### config.mk
export PLATFORM = sky130hd
export DESIGN_NAME = uart_rx_cfg
export DESIGN_NICKNAME = d
export VERILOG_FILES = /design/src/rtl/uart_rx_cfg.sv
export SDC_FILE = /design/constraint.sdc
export NUM_CORES = 1
export LEC_CHECK = 0
export BUFFER_PORTS_ARGS = -buffer_cell sky130_fd_sc_hd__buf_4
export CAP_MARGIN = 15
export CELL_PAD_IN_SITES_DETAIL_PLACEMENT = 0
export CELL_PAD_IN_SITES_GLOBAL_PLACEMENT = 1
export CORE_ASPECT_RATIO = 0.5
export CORE_UTILIZATION = 45
export DETAILED_ROUTE_END_ITERATION = 10
export GPL_TIMING_DRIVEN = 0
export PLACE_DENSITY_LB_ADDON = 0.1
export RECOVER_POWER = 25
export SETUP_SLACK_MARGIN = 0.02
export SYNTH_ARGS = -nofsm -noshare
export SYNTH_HDL_FRONTEND = slang
export SYNTH_SLANG_ARGS = --single-unit
### constraint.sdc
create_clock -name clk -period 2.1 [get_ports clk]
set_input_delay 0 -clock clk [delete_from_list [all_inputs] [get_ports clk]]
set_output_delay 0 -clock clk [all_outputs]
set_load 0.01 [all_outputs]
### src/rtl/uart_rx_cfg.sv
// Runtime-configurable oversampling UART receiver.
// Supports 5..DBIT_MAX data bits, none/even/odd parity and 1 or 2 stop bits.
// Each bit is resolved by a 3-sample majority vote.
// Parity, framing and break status are reported per frame.
module uart_rx_cfg #(
    parameter int unsigned DBIT_MAX    = 9,
    parameter int unsigned OVS         = 16,
    parameter int unsigned SYNC_STAGES = 2
) (
    input  logic                clk,
    input  logic                reset_n,
    input  logic                rx,
    input  logic                s_tick,
    input  logic [3:0]          cfg_dbits,
    input  logic [1:0]          cfg_parity,
    input  logic                cfg_stop2,
    output logic                rx_done_tick,
    output logic [DBIT_MAX-1:0] dout,
    output logic                parity_err,
    output logic                frame_err,
    output logic                break_det,
    output logic                busy
);

    localparam int unsigned SW = $clog2(OVS);
    localparam logic [SW-1:0] SampleA  = SW'(OVS / 2 - 1);
    localparam logic [SW-1:0] SampleB  = SW'(OVS / 2);
    localparam logic [SW-1:0] DecideAt = SW'(OVS / 2 + 1);
    localparam logic [SW-1:0] LastAt   = SW'(OVS - 1);
    localparam logic [3:0]    DbitMax4 = 4'(DBIT_MAX);

    typedef enum logic [2:0] {
        StIdle, StStart, StData, StParity, StStop1, StStop2, StBrkWait
    } state_e;

    state_e                r_state, w_state_next;
    logic [SYNC_STAGES-1:0] r_sync;
    logic [SW-1:0]         r_s;
    logic [3:0]            r_n;
    logic                  r_smp_a, r_smp_b;
    logic [DBIT_MAX-1:0]   r_shift;
    logic [3:0]            r_dbits;
    logic                  r_par_en, r_par_odd, r_stop2;
    logic                  r_par_acc, r_perr, r_ferr, r_zero, r_brk;
    logic                  r_done;
    logic [DBIT_MAX-1:0]   r_dout;
    logic                  r_perr_o, r_ferr_o, r_brk_o;

    logic                  w_rxs, w_dec, w_end, w_vote, w_done;
    logic                  w_ferr_fin, w_brk_fin;
    logic [3:0]            w_dbits_clamp;

    assign w_rxs      = r_sync[SYNC_STAGES-1];
    assign w_dec      = s_tick && (r_s == DecideAt);
    assign w_end      = s_tick && (r_s == LastAt);
    assign w_vote     = (r_smp_a & r_smp_b) | (r_smp_a & w_rxs) | (r_smp_b & w_rxs);
    assign w_ferr_fin = r_ferr | ~w_vote;
    // Break is judged on the first stop bit; a second stop bit reuses the stored verdict.
    assign w_brk_fin  = (r_state == StStop1) ? (r_zero & ~w_vote) : r_brk;

    // Clamp the requested data bit count into 5..DBIT_MAX.
    always_comb begin
        w_dbits_clamp = cfg_dbits;
        if (cfg_dbits < 4'd5)          w_dbits_clamp = 4'd5;
        else if (cfg_dbits > DbitMax4) w_dbits_clamp = DbitMax4;
    end

    // Input synchroniser, idles high.
    always_ff @(posedge clk or negedge reset_n) begin
        if (!reset_n) r_sync <= '1;
        else          r_sync <= {r_sync[SYNC_STAGES-2:0], rx};
    end

    // FSM state register.
    always_ff @(posedge clk or negedge reset_n) begin
        if (!reset_n) r_state <= StIdle;
        else          r_state <= w_state_next;
    end

    // Next state; the final stop bit completes the frame at its decision tick.
    always_comb begin
        w_state_next = r_state;
        w_done       = 1'b0;
        case (r_state)
            StIdle:    if (!w_rxs) w_state_next = StStart;
            StStart: begin
                if (w_dec && w_vote) w_state_next = StIdle;
                else if (w_end)      w_state_next = StData;
            end
            StData: begin
                if (w_end && (r_n == r_dbits - 4'd1))
                    w_state_next = r_par_en ? StParity : StStop1;
            end
            StParity:  if (w_end) w_state_next = StStop1;
            StStop1: begin
                if (w_dec && !r_stop2) begin
                    w_done       = 1'b1;
                    w_state_next = w_ferr_fin ? StBrkWait : StIdle;
                end else if (w_end && r_stop2) begin
                    w_state_next = StStop2;
                end
            end
            StStop2: begin
                if (w_dec) begin
                    w_done       = 1'b1;
                    w_state_next = w_ferr_fin ? StBrkWait : StIdle;
                end
            end
            StBrkWait: if (w_rxs) w_state_next = StIdle;
            default:   w_state_next = StIdle;
        endcase
    end

    // Bit timing, sampling, data assembly and per-frame status.
    always_ff @(posedge clk or negedge reset_n) begin
        if (!reset_n) begin
            r_s       <= '0;
            r_n       <= '0;
            r_smp_a   <= 1'b0;
            r_smp_b   <= 1'b0;
            r_shift   <= '0;
            r_dbits   <= '0;
            r_par_en  <= 1'b0;
            r_par_odd <= 1'b0;
            r_stop2   <= 1'b0;
            r_par_acc <= 1'b0;
            r_perr    <= 1'b0;
            r_ferr    <= 1'b0;
            r_zero    <= 1'b0;
            r_brk     <= 1'b0;
            r_done    <= 1'b0;
            r_dout    <= '0;
            r_perr_o  <= 1'b0;
            r_ferr_o  <= 1'b0;
            r_brk_o   <= 1'b0;
        end else begin
            r_done <= w_done;
            // Restart the bit period on every state change and at each bit boundary.
            if (r_state == StIdle || r_state == StBrkWait || w_state_next != r_state || w_end)
                r_s <= '0;
            else if (s_tick)
                r_s <= r_s + 1'b1;
            if (s_tick && r_s == SampleA) r_smp_a <= w_rxs;
            if (s_tick && r_s == SampleB) r_smp_b <= w_rxs;
            case (r_state)
                StIdle: begin
                    if (!w_rxs) begin
                        r_dbits   <= w_dbits_clamp;
                        r_par_en  <= (cfg_parity == 2'b01) || (cfg_parity == 2'b10);
                        r_par_odd <= (cfg_parity == 2'b10);
                        r_stop2   <= cfg_stop2;
                        r_shift   <= '0;
                        r_n       <= '0;
                        r_par_acc <= 1'b0;
                        r_perr    <= 1'b0;
                        r_ferr    <= 1'b0;
                        r_brk     <= 1'b0;
                        r_zero    <= 1'b1;
                    end
                end
                StData: begin
                    if (w_dec) begin
                        for (int i = 0; i < int'(DBIT_MAX); i++)
                            if (r_n == 4'(i)) r_shift[i] <= w_vote;
                        r_par_acc <= r_par_acc ^ w_vote;
                        r_zero    <= r_zero & ~w_vote;
                    end
                    if (w_end && (r_n != r_dbits - 4'd1)) r_n <= r_n + 4'd1;
                end
                StParity: begin
                    if (w_dec) begin
                        r_perr <= r_par_acc ^ w_vote ^ r_par_odd;
                        r_zero <= r_zero & ~w_vote;
                    end
                end
                StStop1: begin
                    if (w_dec) begin
                        r_ferr <= w_ferr_fin;
                        r_brk  <= w_brk_fin;
                    end
                end
                StStop2:  if (w_dec) r_ferr <= w_ferr_fin;
                default: ;
            endcase
            if (w_done) begin
                r_dout   <= r_shift;
                r_perr_o <= r_perr;
                r_ferr_o <= w_ferr_fin;
                r_brk_o  <= w_brk_fin;
            end
        end
    end

    assign rx_done_tick = r_done;
    assign dout         = r_dout;
    assign parity_err   = r_perr_o;
    assign frame_err    = r_ferr_o;
    assign break_det    = r_brk_o;
    assign busy         = (r_state != StIdle);

endmodule

======== After elaboration in Yosys (flattened, before gate mapping) ========
Index checks and enable logic that the tools add are counted.
word-level totals
  register bits after elaboration ......... 49
  bits of input ports ..................... 11
  output and inout bits ................... 14
  word-level logic and storage cells ...... 172
cells by class
  add/sub/neg operators ................... 3
  order comparisons ....................... 2
  equality and inequality tests ........... 39
  mux-type cells .......................... 47
  bitwise operators ....................... 11
  reduce and logical (&&, ||, !) cells .... 41
operators with widths
  operator             count
  $reduce_and 4->1     9
  $mux 3               11
  $ne 2x2->1 const B   14
  $mux 4               6
  $pmux 3 s7           1
  $eq 4x3->1 const B   5
  $mux 1               19
  $mux 9               2
  $pmux 9 s2           1
  $reduce_and 3->1     6
  $eq 4x4->1 const B   4
  $pmux 1 s2           6
  $reduce_bool 2->1    6
  $eq 3x3->1 const B   3
  $logic_and 1x1->1    9
  $add 4x1->4 const B  2
  $eq 4x2->1 const B   2
  $pmux 4 s2           1
  $eq 3x2->1 const B   2
  $and 1x1->1          4
  $eq 4x1->1 const B   1
  $eq 4x4->1           1
  $gt 4x4->1 const B   1
  $logic_not 4->1      1
  other kinds (17)     26

======== Depth between registers and ports, before layout ========
  word-level depth ........................ 12
  depth in mapped cells ................... 8
  gate-level depth less buffers ........... 7

======== Worst setup path after synthesis ========
No wires, ideal clock.
  path type ............................... register to register
  start point ............................. register r_s[1]
  end point ............................... register r_dout[4], in the netlist dout[4]
  library setup time ...................... 0.128 ns
  data arrival time ....................... 1.731 ns
  data required time ...................... 1.972 ns
  slack ................................... 0.242 ns
  cell stages (with the launch flop) ...... 7
  buffers on the path ..................... 1
  period minus slack after synthesis ...... 1.858 ns
  cells stage by stage .................... dfrtp_1 > inv_1 > ha_1 > nand4b_1 > nor3b_2 > buf_4 > mux2_1
between the ends
  word-level cells in the longest chain between the ends .. 5
  elaborated cells between the ends (all ways) .. 6
  classes of those cells .................. eq/ne (1); mux (3); reduce/logical (2)
RTL lines
  item                    RTL line  text
  start, declared         38        logic [SW-1:0] r_s;
  start signal, assigned  142       r_s <= r_s + 1'b1;
  $eq 4x4->1 (*)          54        assign w_dec = s_tick && (r_s == DecideAt);
  $logic_and 1x1->1 (*)   54
  $logic_and 1x1->1       96        if (w_dec && !r_stop2) begin
  $mux 1                  96
  $pmux 1 s2 (*)          84        case (r_state)
  via w_done              49        logic w_rxs, w_dec, w_end, w_vote, w_done;
  end signal, assigned    186       r_dout <= r_shift;
  end, declared           46        logic [DBIT_MAX-1:0] r_dout;
Mark *: on every way through the listed nets, which the timed path passes. The rest lies on a longest branch.
A chain may end at the register's enable or synchronous reset.

======== Final worst setup path ========
  start point ............................. register r_s[0]
  end point ............................... register r_dout[3], in the netlist dout[3]
between the ends
  word-level cells in the longest chain between the ends .. 5
  elaborated cells between the ends (all ways) .. 6
  classes of those cells .................. eq/ne (1); mux (3); reduce/logical (2)
RTL lines
  item                   RTL line
  $eq 4x4->1 (*)         54
  $logic_and 1x1->1 (*)  54
  $logic_and 1x1->1      96
  $mux 1                 96
  $pmux 1 s2 (*)         84
Mark *: on every way between the ends. The rest lies on a longest branch, timed or not.

==> results by group <==
GRT
  – Initial antenna violation count: 0
  – Global Route Usage Sum: a little under a fifth
  – Grt total ovfl: 0
  – First-pass GRT wire length: 8290 um
  – Number of global-route vias before repair: 1738
  – Pin count of the biggest net entering global routing: 50

Timing
  – Final setup viols: 0
  – Max Transition Viols Final: 0
  – Worst Max-Slew Pin Slew: 1190 ps
  – Tcrit/Tclk final: a little over nine tenths
  – RSZ-0062 raised after global routing: yes
  – Fin. Hold Viols: 0
  – Total negative slack: 0 ps
  – Worst Skew: ~6.5 ps
  – Worst slew margin: 20.9%
  – Fmax: 492 MHz
  – Minimum clock period: 2030 ps

Layout
  – Fin nets: slightly below 300
  – Diode count: 0
  – Share of cells above drive strength 1: 19.9%
  – Synth-to-layout area growth: 20.4%
  – Most frequent cells in the layout: dfrtp_1, buf_4, nand2_1
  – Commonest non-fill, non-tap cell in the layout: dfrtp_1

Floorplan
  – Core Box Area: between 0.005 and 0.006 mm2
  – Row cnt: 18
  – DIE WIDTH: between 100 and 150 um
  – Die H: 54.6 um
  – Number of I/O pins: 25
  – Initial Util: 48.7%
  – Die area: 0.00585 mm2

Pwr
  – Switching power: 0.947 mW
  – Combinational share of power: 33.0%
  – Pwr per Cell Area: 904 mW/mm2
  – Leakage: 1.41 nW
  – Clk pwr share: ~20%
  – Max IR drop VDD: approximately 440 uV
  – Sequential group share of total power: 47.2%
  – PnR Total Power: ~2.7 mW
  – Sw Share: around a third
  – Cell Int Power: 1.76 mW

Route
  – DRT Pass-1 Iters: 4
  – Wire per inst: 14.7 um
  – Number of remaining DRC errors: 0
  – Vias: 1866
  – Drt total wl: between 5000 and 6000 um
  – DR vias/cell: between 5 and 6
  – DRT iter0 DRCs: 72
  – Final ANT Viol Nets: 0

Synth
  – Asr flop ratio synth: 100%
  – Synth cell types: 48
  – Register area share after synthesis: 49.4%
  – Gate Count Post-Synth: 231
  – Most used DFF post-synth: dfrtp_1
  – Yosys warns: 0
  – Synth Register Bits: between 40 and 50
  – Mapped cell area: 0.00249 mm2
  – Syn_nets: between 200 and 300
  – EDFF count, synth: 0
  – Syn Area/Cell: about 11 um2

Placed design
  – Hpwl dp: 3530 um
  – Gpl congestion: 0.782
  – # port buffers: 23

Clock network
  – Num CTS Buffers: 5
  – Clock Sinks: 49
  – Clock root cell: clkbuf_8
  – Clock-pin slew on the worst setup and hold paths: 90 ps
  – CTS tree: yes
  – H-Tree Depth: 2
  – Clk_lat worst skew: about 300 ps
  – Max Buffers Root-to-Sink: 2

Run status
  – Outcome: finished, final reports clean

Setup path
  – Setup crit start kind: register
  – Crit path max fanout: 6
  – Required @ worst endpoint: 2290 ps
  – Crit path DAT: 2220 ps
  – Endpoint type of the worst setup path: register
  – CP Class: register to register

Hold path
  – HP Class: input pin to register

Job
  – Maxcap violations: 0
-- cell usage after synthesis, types with 5 or more instances --
master | count | area (um2)
nand2_1 | 20 | 75.1
nor2_1 | 17 | 63.8
o21ai_1 | 9 | 45.0
nand3_1 | 6 | 30.0
ha_1 | 9 | 113
clkbuf_1 | 5 | 18.8
a21oi_1 | 13 | 65.1
inv_1 | 10 | 37.5
dfrtp_1 | 47 | 1180
mux2_1 | 20 | 225
xor2_1 | 6 | 52.6
xnor2_1 | 5 | 43.8
-- stage by stage --
| step | instance area, um2 | instances | utilization, % | hold WS, ps | setup WS (ps) |
|---|---|---|---|---|---|
| 6_report | 2990 | 346 | 58.6 | 64.9 | 67.7 |
| 5_1_grt | 2990 | 346 | 58.6 | 65.1 | -18.2 |
| 4_1_cts | 2930 | 342 | 57.3 | 57.0 | 64.6 |
| 3_5_place_dp | 2750 | 324 | 53.7 | 58.7 | -216 |
| 3_3_place_gp | 2750 | 324 | 53.7 | 49.2 | -207 |
| 2_1_floorplan | 2490 | 231 | - | -296 | 242 |
-- kinds of logic after synthesis --
kind of cell,synth area share [%]
AO/OA/AOI/OAI,11.7
XOR/XNOR,4.78
adder cells (fa/ha/maj),4.93
buffers and inverters,3.37
flip-flops,49.4
multiplexers,9.46
AND/OR/NAND/NOR,16.3
-- flip-flops by register name, indices dropped and copies added, names as in the netlist, 2 cells and up --
name / flops
r_sync: 2
dout: 9
r_state: 3
r_s: 4
r_n: 4
r_dbits: 4
r_shift: 9
-- metal layers --
metal / vias to the layer above / part of all wire [%] / track usage [%] / wire (um)
li1: 919 / - / - / -
met3: 5 / 4.7 / 4.29 / 241
met5: - / 0 / 0 / 0
met2: 39 / 46 / 30.8 / 2360
met4: 0 / 0.55 / 4.79 / 28
met1: 903 / 48 / 26.4 / 2460
-- critical path, stage by stage (launching register included) --
cell      delay (ps)
dfrtp_1          480
ha_4             170
nand4b_1         170
buf_4            190
buf_4            140
nor3b_4          250
buf_6            180
mux2_1           330
-- cell type report --
type,count,area (um2)
Multi-Input combinational cell,162,1210
Sequential cell,49,1230
Clock buffer,6,72.6
Buffer,10,51.3
Inverter,10,37.5
Tap cell,70,87.6
Clock inverter,2,10.0
Fill cell,430,2120
Timing Repair Buffer,37,299
-- timing repair --
action | in CTS | in global routing
pin swaps | 1 | 3
setup endpoints to repair | 13 | 8
resized for setup | 1 | 11
hold buffers | 8 | 0
hold endpoints to repair | 54 | 0
buffers inserted | 2 | 4
-- path summary, 6_finish.rpt --
path	end	startpoint	slack, ps	depth (start not counted)
worst max-delay path	dout[3]$_DFFE_PN0P_	r_s[0]$_DFFE_PN0P_	70	7
worst min-delay path	r_dbits[0]$_DFFE_PN0P_	cfg_dbits[2]	60	5
worst max register to register	dout[3]$_DFFE_PN0P_	r_s[0]$_DFFE_PN0P_	70	7
worst min register to register	r_sync[1]$_DFF_PN1_	r_sync[0]$_DFF_PN1_	360	0
max in group asynchronous	r_dbits[2]$_DFFE_PN0P_	reset_n	890	2
min in group asynchronous	dout[3]$_DFFE_PN0P_	reset_n	490	2
-- power by group through the flow --
stage	clock, mW	combinational (mW)	sequential (mW)
CTS	0.557	0.884	1.27
global placement	0	0.833	1.28
floorplan	0	0.663	1.25
global route	0.593	1.01	1.30
detailed placement	0	0.864	1.29
finish	0.534	0.894	1.28
No activity file was read; power rests on OpenSTA's default activity.
